$ cat src/rtl/sw_pkg.sv
// Shared constants for the switch debouncer.
//   SW_WIDTH_DEF          default number of switch bits
//   SW_STABLE_CYCLES_DEF  default debounce window (10 ms at 100 MHz)
//   SW_STABLE_CYCLES_SIM  short window for simulation
//   cnt_width()           counter width for a given window
package sw_pkg;

    localparam int unsigned SW_WIDTH_DEF         = 8;
    localparam int unsigned SW_STABLE_CYCLES_DEF = 1000000;
    localparam int unsigned SW_STABLE_CYCLES_SIM = 4;

    // Counter only needs to reach STABLE_CYCLES-1 before it clears.
    function automatic int unsigned cnt_width(input int unsigned cycles);
        return (cycles < 2) ? 1 : $clog2(cycles);
    endfunction

endpackage

$ cat src/rtl/debounce_bit.sv
// Single-bit synchroniser and debouncer.
//   clk         system clock
//   rst_n       synchronous active-low reset
//   sw_raw      asynchronous switch pin
//   sw_stable   debounced value (registered)
//   sw_rise     one-cycle pulse after sw_stable goes 0->1
//   sw_fall     one-cycle pulse after sw_stable goes 1->0
//   stable_nxt  value sw_stable takes at the coming edge
//   upd         sw_stable changes at the coming edge
module debounce_bit
    import sw_pkg::*;
#(
    parameter int unsigned STABLE_CYCLES = SW_STABLE_CYCLES_DEF
) (
    input  logic clk,
    input  logic rst_n,
    input  logic sw_raw,
    output logic sw_stable,
    output logic sw_rise,
    output logic sw_fall,
    output logic stable_nxt,
    output logic upd
);

    if (STABLE_CYCLES < 2) begin : g_bad_param
        $error("debounce_bit: STABLE_CYCLES must be >= 2");
    end

    localparam int unsigned CNT_W = cnt_width(STABLE_CYCLES);
    localparam logic [CNT_W-1:0] CNT_MAX = CNT_W'(STABLE_CYCLES - 1);

    logic             meta_q;
    logic             sync_q;
    logic [CNT_W-1:0] cnt_q, cnt_d;
    logic             stable_q;
    logic             rise_q;
    logic             fall_q;

    // Counter runs only while the synchronised bit disagrees with the
    // debounced value; any agreement (a bounce) restarts it from zero.
    always_comb begin
        cnt_d      = '0;
        stable_nxt = stable_q;
        upd        = 1'b0;
        if (sync_q != stable_q) begin
            if (cnt_q == CNT_MAX) begin
                stable_nxt = sync_q;
                upd        = 1'b1;
            end else begin
                cnt_d = cnt_q + 1'b1;
            end
        end
    end

    always_ff @(posedge clk) begin
        if (!rst_n) begin
            meta_q   <= 1'b0;
            sync_q   <= 1'b0;
            cnt_q    <= '0;
            stable_q <= 1'b0;
            rise_q   <= 1'b0;
            fall_q   <= 1'b0;
        end else begin
            meta_q   <= sw_raw;
            sync_q   <= meta_q;
            cnt_q    <= cnt_d;
            stable_q <= stable_nxt;
            rise_q   <= upd & sync_q;
            fall_q   <= upd & ~sync_q;
        end
    end

    assign sw_stable = stable_q;
    assign sw_rise   = rise_q;
    assign sw_fall   = fall_q;

endmodule

$ cat src/rtl/switch_debouncer.sv
// Debounces a vector of slide switches and reports changes.
//   clk        system clock
//   rst_n      synchronous active-low reset
//   sw_raw     asynchronous switch pins
//   sw_stable  debounced switch vector
//   sw_rise    per-bit 0->1 pulses
//   sw_fall    per-bit 1->0 pulses
//   chg_valid  pending change event
//   chg_data   sw_stable snapshot for the pending event
//   chg_ready  consumer accepts the event
//   ovr        sticky: an event was overwritten before acceptance
//   ovr_clr    clears ovr (a simultaneous overwrite wins)
module switch_debouncer
    import sw_pkg::*;
#(
    parameter int unsigned WIDTH         = SW_WIDTH_DEF,
    parameter int unsigned STABLE_CYCLES = SW_STABLE_CYCLES_DEF
) (
    input  logic             clk,
    input  logic             rst_n,
    input  logic [WIDTH-1:0] sw_raw,
    output logic [WIDTH-1:0] sw_stable,
    output logic [WIDTH-1:0] sw_rise,
    output logic [WIDTH-1:0] sw_fall,
    output logic             chg_valid,
    output logic [WIDTH-1:0] chg_data,
    input  logic             chg_ready,
    output logic             ovr,
    input  logic             ovr_clr
);

    logic [WIDTH-1:0] stable_nxt;
    logic [WIDTH-1:0] upd_vec;
    logic             upd;

    for (genvar i = 0; i < WIDTH; i++) begin : g_bit
        debounce_bit #(
            .STABLE_CYCLES(STABLE_CYCLES)
        ) u_bit (
            .clk       (clk),
            .rst_n     (rst_n),
            .sw_raw    (sw_raw[i]),
            .sw_stable (sw_stable[i]),
            .sw_rise   (sw_rise[i]),
            .sw_fall   (sw_fall[i]),
            .stable_nxt(stable_nxt[i]),
            .upd       (upd_vec[i])
        );
    end

    assign upd = |upd_vec;

    logic             valid_q, valid_d;
    logic [WIDTH-1:0] data_q, data_d;
    logic             ovr_q, ovr_d;

    // Single-entry buffer; a new update replaces an unaccepted event.
    always_comb begin
        valid_d = valid_q;
        data_d  = data_q;
        ovr_d   = ovr_q;
        if (ovr_clr) begin
            ovr_d = 1'b0;
        end
        if (upd) begin
            valid_d = 1'b1;
            data_d  = stable_nxt;
            if (valid_q && !chg_ready) begin
                ovr_d = 1'b1;
            end
        end else if (valid_q && chg_ready) begin
            valid_d = 1'b0;
        end
    end

    always_ff @(posedge clk) begin
        if (!rst_n) begin
            valid_q <= 1'b0;
            data_q  <= '0;
            ovr_q   <= 1'b0;
        end else begin
            valid_q <= valid_d;
            data_q  <= data_d;
            ovr_q   <= ovr_d;
        end
    end

    assign chg_valid = valid_q;
    assign chg_data  = data_q;
    assign ovr       = ovr_q;

endmodule

$ cat config.mk
export PLATFORM = sky130hd
export DESIGN_NAME = switch_debouncer
export DESIGN_NICKNAME = d
export VERILOG_FILES = /design/src/rtl/sw_pkg.sv /design/src/rtl/debounce_bit.sv /design/src/rtl/switch_debouncer.sv
export SDC_FILE = /design/constraint.sdc
export NUM_CORES = 1
export LEC_CHECK = 0
export ABC_AREA = 1
export BUFFER_PORTS_ARGS = -buffer_cell sky130_fd_sc_hd__buf_2
export CAP_MARGIN = 5
export CORE_ASPECT_RATIO = 0.8
export CORE_MARGIN = 2
export CORE_UTILIZATION = 35
export DETAILED_ROUTE_END_ITERATION = 10
export HOLD_SLACK_MARGIN = 0.12
export SKIP_CTS_REPAIR_TIMING = 1
export SYNTH_ARGS = -nofsm -noshare
export SYNTH_HDL_FRONTEND = slang
export SYNTH_SLANG_ARGS = --single-unit
$ cat constraint.sdc
create_clock -name clk -period 1.9 [get_ports clk]
set_clock_uncertainty 0.1 [all_clocks]
set_input_delay 0.19 -clock clk [delete_from_list [all_inputs] [get_ports clk]]
set_output_delay 0.19 -clock clk [all_outputs]
set_load 0.01 [all_outputs]
==> flow_summary.yaml, run 1 <==
timing:
  worst_pin_slew_ns: 0.394
  min_period_ns: 1.78
  slew_viol_final: 0
  rsz0062_at_grt: "yes"
  min_period_over_period_pct: 93.9
  timing.setup.tns_ns: 0
  finalHoldWorstSlack_ns: 0.276
  setup_viol: 0
  finalHoldViolCount: 0
  slew_headroom_pct: 73.4
  fmax_mhz: 561
die:
  floorplan.initialDensity_pct: 35.4
  die_y_um: 155
  die_w_um: 192
  dieArea_um2: 29800
  core-area_um2: 28100
  num_rows: 55
  io_pins: 46
placement:
  port_buffers: 45
  gp_congestion: 0.850
  dp_hpwl_um: 15900
  dp.cells: 1738
layout:
  drive_above_1_share_pct: 16.9
  syn_to_final_growth_pct: 19.7
  diodes: 0
  layout.nets: 1433
  stdcell_count: 1800
min_path:
  hold_path_startpoint: "sw_raw[0]"
  hold_class: "input pin to flop"
detailed_routing:
  via_per_inst: 4.64
  vias: 8360
  drt_iter0_markers: 447
  drc: 0
  ant_nets: 0
  wl_per_cell_um: 11.9
  wirelength_um: 21400
  dr.pass1.iters: 6
logic_synthesis:
  synthFlopType: "dfxtp_1"
  ys_warn_count: 0
  yosys.area.top_type_share_pct: 42.3
  syn_inst: 1331
  synth-edff-count: 0
  seq_area_frac_synth_pct: 42.3
  postSynthRegisterBits: 210
  synth_area_per_cell_um2: 7.47
  synth_nets: 1351
  netlist_area_um2: 9940
  synthArstFlopShare_pct: 0
  synth_top_area_cell: "dfxtp_1"
  ys_types: 42
  synth_area_leaders: "dfxtp_1 (42%), nand2_1 (8.0%), nor2_1 (7.0%)"
global_routing:
  grt_max_degree: 21
  track_usage_pct: 14.3
  overflow: 0
  grt_pass1_vias: 7477
  grt_pass1_wl_um: 35600
  antenna_found_initial: 0
worst_setup_path:
  crit_path_end_kind: "flop"
  critPathLaunchType: "flop"
  crit_type: "flop to flop"
  crit_fanout: 5
  cp-startpoint: "g_bit[6].u_bit.cnt_q[0]$_SDFF_PP0_"
  cp.arrival_ns: 2.08
  rr_startpoint: "g_bit[6].u_bit.cnt_q[0]$_SDFF_PP0_"
  cp.required_ns: 2.20
job:
  max-cap-violations: 0
cts:
  cts_max_level: 1
  path_clk_slew_ns: 0.07
  clock_sinks: 210
  cts_buffers: 24
  clockBufferDepth: 3
  cts_tree: "done"
  root_buffer: "clkbuf_16"
  clock_latency_ns: 0.52
power_and_ir_drop:
  power_density_nw_per_um2: 838
  total_power_mw: 9.97
  peakVddDrop_v: 0.000569
  leakage_nw: 4.52
status:
  outcome: "finished, final reports clean"
through the flow:
stage | worst slack (ns) | instance area (µm²) | util [%]
floorplan | 0.262 | 9940 | -
global placement | 0.109 | 10700 | 38.0
detailed placement | 0.0713 | 10700 | 38.0
CTS | 0.0562 | 11600 | 41.3
global route | -0.0255 | 11900 | 42.4
finish | 0.117 | 11900 | 42.4
critical path, cell delays in order, from the launching register on:
cell,delay (ns)
dfxtp_2,0.36
ha_4,0.15
nand3_2,0.11
nor2_4,0.20
nand2_1,0.12
nor2_2,0.15
nand2_1,0.10
nor2_2,0.12
nand2_1,0.08
o21ai_1,0.12
a21oi_1,0.06
state kept, by name, summed over array words and instances, names as in the netlist:
register,cells
g_bit.u_bit.sw_stable,8
g_bit.u_bit.sw_rise,8
g_bit.u_bit.sw_fall,8
ovr,1
g_bit.u_bit.sync_q,8
g_bit.u_bit.meta_q,8
g_bit.u_bit.cnt_q,160
chg_data,8
chg_valid,1
final timing paths:
path | cells after the start | endpoint | slack, ns
worst max-delay path | 10 | g_bit[6].u_bit.cnt_q[18]$_SDFF_PP0_ | 0.12
worst min register to register | 2 | g_bit[7].u_bit.sync_q$_SDFF_PN0_ | 0.31
worst min-delay path | 4 | g_bit[0].u_bit.meta_q$_SDFF_PN0_ | 0.28
worst max register to register | 10 | g_bit[6].u_bit.cnt_q[18]$_SDFF_PP0_ | 0.12
placed cells by master (no fill, tap or decap), drive strengths merged, types with 14 or more instances in the layout:
master  synthesis  routed
nand4          44      44
a21oi          64      64
xor2           43      43
nor4           21      21
nor3           83      83
inv           194     195
dfxtp         210     210
nor3b          17      17
clkbuf          4      30
o21ai          21      21
nand3          73      73
buf            40      88
nand2         225     225
xnor2          14      14
nor2          220     220
synthesized netlist by cell type, types with 2 or more instances:
library cell and count:
xnor2_1 14, buf_4 25, nor3_1 76, nor2_2 23, dfxtp_1 210, inv_2 18
a211oi_1 3, o21ai_0 14, a31oi_1 4, o21bai_1 3, nor3_4 4, nor4_2 3
nand4_1 43, nand3_1 60, nor4_1 18, and2_1 4, o21ai_1 7, nor3b_1 12
nor2_4 11, nor4b_1 4, nor2_1 186, nor3b_2 5, xor2_1 43, a21oi_1 63
nand2_2 12, buf_2 13, clkinv_1 5, nand3_2 13, buf_6 2, clkbuf_1 4
or2_2 3, nor3_2 3, o21a_1 12, ha_1 8, nand2_1 213, inv_1 176
nand3b_1 9
cell type report:
| cell class | count | area, µm² |
|---|---|---|
| Fill cell | 2809 | 16200 |
| Multi-Input combinational cell | 878 | 4830 |
| Sequential cell | 210 | 4210 |
| Inverter | 199 | 747 |
| Timing Repair Buffer | 100 | 718 |
| Clock buffer | 30 | 684 |
| Tap cell | 370 | 463 |
| Clock inverter | 13 | 250 |
cell families (layout without fill, tap and decap cells):
logic type	Yosys count	in the layout	share of synthesized area, %
adders and majority gates	8	8	1.01
AOI/OAI and AO/OA	108	108	6.00
DFF	210	210	42.3
xor gates and xnor gates	57	57	5.02
buffers and inverters	243	342	10.4
and+or+nand+nor	705	705	35.2
where the power goes:
group	total, mW	leakage [nW]	internal (mW)	switching (mW)
sequential	4.44	1.70	4.42	0.0141
combinational	0.157	2.37	0.0681	0.0886
clock	5.38	0.457	3.50	1.88
total	9.97	4.52	7.99	1.98
metal layers:
layer / global-route usage, % / part of all wire [%] / up-vias
met2: 21.8 / 43 / 122
li1: - / - / 4435
met5: 0 / 0 / -
met1: 20.7 / 51 / 3767
met4: 3.38 / 1.8 / 0
met3: 2.81 / 4.6 / 36
(Power assumes the default switching activity.)
==> inputs of run 2 (changes only) <==
- ABC_AREA: 1 -> 0
- CORE_MARGIN: 2 -> default
==> flow_summary.yaml, run 2 <==
status:
  outcome: "finished, violations left"
  violations: "design-rule violations, negative setup slack"
logic_synthesis:
  ys_warn_count: 0
  synth_nets: 988
  synth_common_cells: "dfxtp_1 (210), nor2_1 (177), xor2_1 (91)"
  syn_inst: 968
  seq_area_frac_synth_pct: 47.9
  netlist_area_um2: 8780
  synth_area_per_cell_um2: 9.07
  synth_area_leaders: "dfxtp_1 (48%), xor2_1 (9.1%), nor2_1 (7.6%)"
  synth-edff-count: 0
  synthArstFlopShare_pct: 0
  synthFlopType: "dfxtp_1"
  synth_top_area_cell: "dfxtp_1"
  postSynthRegisterBits: 210
  ys_types: 59
  synth.most_common_cell: "dfxtp_1"
  yosys.area.top_type_share_pct: 47.9
die:
  die_y_um: 144
  num_rows: 51
  floorplan.initialDensity_pct: 35.8
  core-area_um2: 24500
  dieArea_um2: 25700
  die_w_um: 179
  io_pins: 46
job:
  max-cap-violations: 0
layout:
  drive_above_1_share_pct: 36.0
  final_cell_mix: "buf_4 (204), dfxtp_1 (194), nor2_1 (132), xor2_1 (91), nand2_1 (71)"
  diodes: 0
  layout_commonest_cell: "buf_4"
  largest_reg_flops: 160
  syn_to_final_growth_pct: 44.2
  postLayoutCellArea_um2: 12700
  nFillCells: 2253
  largest-register: "g_bit.u_bit.cnt_q"
  layout.nets: 1258
cts:
  clockBufferDepth: 3
  cts_buffers: 23
  clock_latency_ns: 0.50
  cts_tree: "done"
  path_clk_slew_ns: 0.06
  clock_sinks: 210
  cts_max_level: 1
  root_buffer: "clkbuf_16"
detailed_routing:
  ant_nets: 0
  drc: 6
  dr.pass1.iters: 7
  via_per_inst: 4.60
  vias: 7238
  wl_per_cell_um: 12.9
  wirelength_um: 20200
  drt_iter0_markers: 316
placement:
  port_buffers: 45
  dp_hpwl_um: 13500
  dpl-instance-area_um2: 10900
  gp_congestion: 0.767
  place_ws_ns: -0.513
timing:
  setup_ws_ns: -0.537
  worst_pin_slew_ns: 0.467
  slew_viol_final: 0
  slew_headroom_pct: 68.6
  setup_viol: 128
  finalHoldWorstSlack_ns: 0.330
  fmax_mhz: 410
  timing.setup.tns_ns: -31.20
  min_period_over_period_pct: 128
  finalHoldViolCount: 0
  min_period_ns: 2.44
  rsz0062_at_grt: "yes"
worst_setup_path:
  cp.required_ns: 2.18
  cp.arrival_ns: 2.72
  crit_fanout: 5
  path_delay_family: "simple AND/OR/NAND/NOR gates"
  slowest_delay_ns: 0.58
  critPathLaunchType: "flop"
  slowest_stage: "or4_4"
  crit_type: "flop to flop"
  path_cells: "or4b_1 -> or4_4 -> buf_6 -> o211ai_1 -> buf_4 -> clkbuf_16 -> a21oi_2"
  critPathBufInv: 3
  crit_path_end_kind: "flop"
power_and_ir_drop:
  power_density_nw_per_um2: 753
  leakage_nw: 4.95
  peakVddDrop_v: 0.000541
global_routing:
  grt_pass1_vias: 6518
  track_usage_pct: 14.9
  antenna_found_initial: 0
  grt_max_degree: 38
  grt_pass1_wl_um: 31100
  overflow: 0
min_path:
  hold_class: "input pin to flop"
[run 2: per-stage QoR]
stage / instances / power, mW / util (%)
after CTS: 1537 / 9.61 / 47.8
after global routing: 1572 / 9.87 / 51.6
after floorplan: 968 / 4.60 / -
final: 1572 / 9.53 / 51.6
after global placement: 1496 / 4.66 / 44.3
after detailed placement: 1496 / 4.67 / 44.3
[run 2: kinds of logic (layout without fill, tap and decap cells)]
group                      Yosys count  after routing  share of synthesized area [%]
muxes                               14             14                           1.71
and+or+nand+nor                    492            493                           28.7
adders and majority gates            8              8                           1.14
xor gates and xnor gates           138            138                           13.8
buffers and inverters               64            349                           4.01
DFF                                210            210                           47.9
AOI/OAI and AO/OA                   42             42                           2.81
[run 2: layout make-up]
type	instances	area, µm²	area share, %
multi-input combinational	695	4740	37.5
sequential	210	4220	33.4
timing repair buffer	291	2380	18.8
clock buffer	30	652	5.15
tap	318	398	3.14
clock inverter	11	193	1.52
inverter	17	63.8	0.504
[run 2: tightest hold or removal path, delay by kind of cell]
family	cells	cell delay, ns
AND/OR/NAND/NOR	1	0.10
buffers and inverters	2	0.61
[run 2: path summary, 6_finish.rpt]
kind                            slack [ns]                                 end                                 from  depth (start not counted)
worst max register to register       -0.54  g_bit[4].u_bit.cnt_q[8]$_SDFF_PP0_  g_bit[4].u_bit.cnt_q[11]$_SDFF_PP0_                          7
worst min-delay path                  0.33    g_bit[1].u_bit.meta_q$_SDFF_PN0_                            sw_raw[1]                          3
worst max-delay path                 -0.54  g_bit[4].u_bit.cnt_q[8]$_SDFF_PP0_  g_bit[4].u_bit.cnt_q[11]$_SDFF_PP0_                          7
worst min register to register        0.33    g_bit[7].u_bit.sync_q$_SDFF_PN0_     g_bit[7].u_bit.meta_q$_SDFF_PN0_                          1
[run 2: per-layer routing]
layer | routed length (µm) | global-route usage (%)
met1 | 10100 | 20.7
met2 | 9070 | 23.8
met3 | 689 | 2.51
met4 | 409 | 3.79
met5 | 0 | 0
[run 2: power by group]
part / total (mW) / switching (mW) / leakage, nW / internal (mW)
logic: 0.202 / 0.0969 / 2.84 / 0.105
registers: 4.44 / 0.0135 / 1.70 / 4.42
clock network: 4.89 / 1.79 / 0.409 / 3.10
total: 9.53 / 1.90 / 4.95 / 7.63
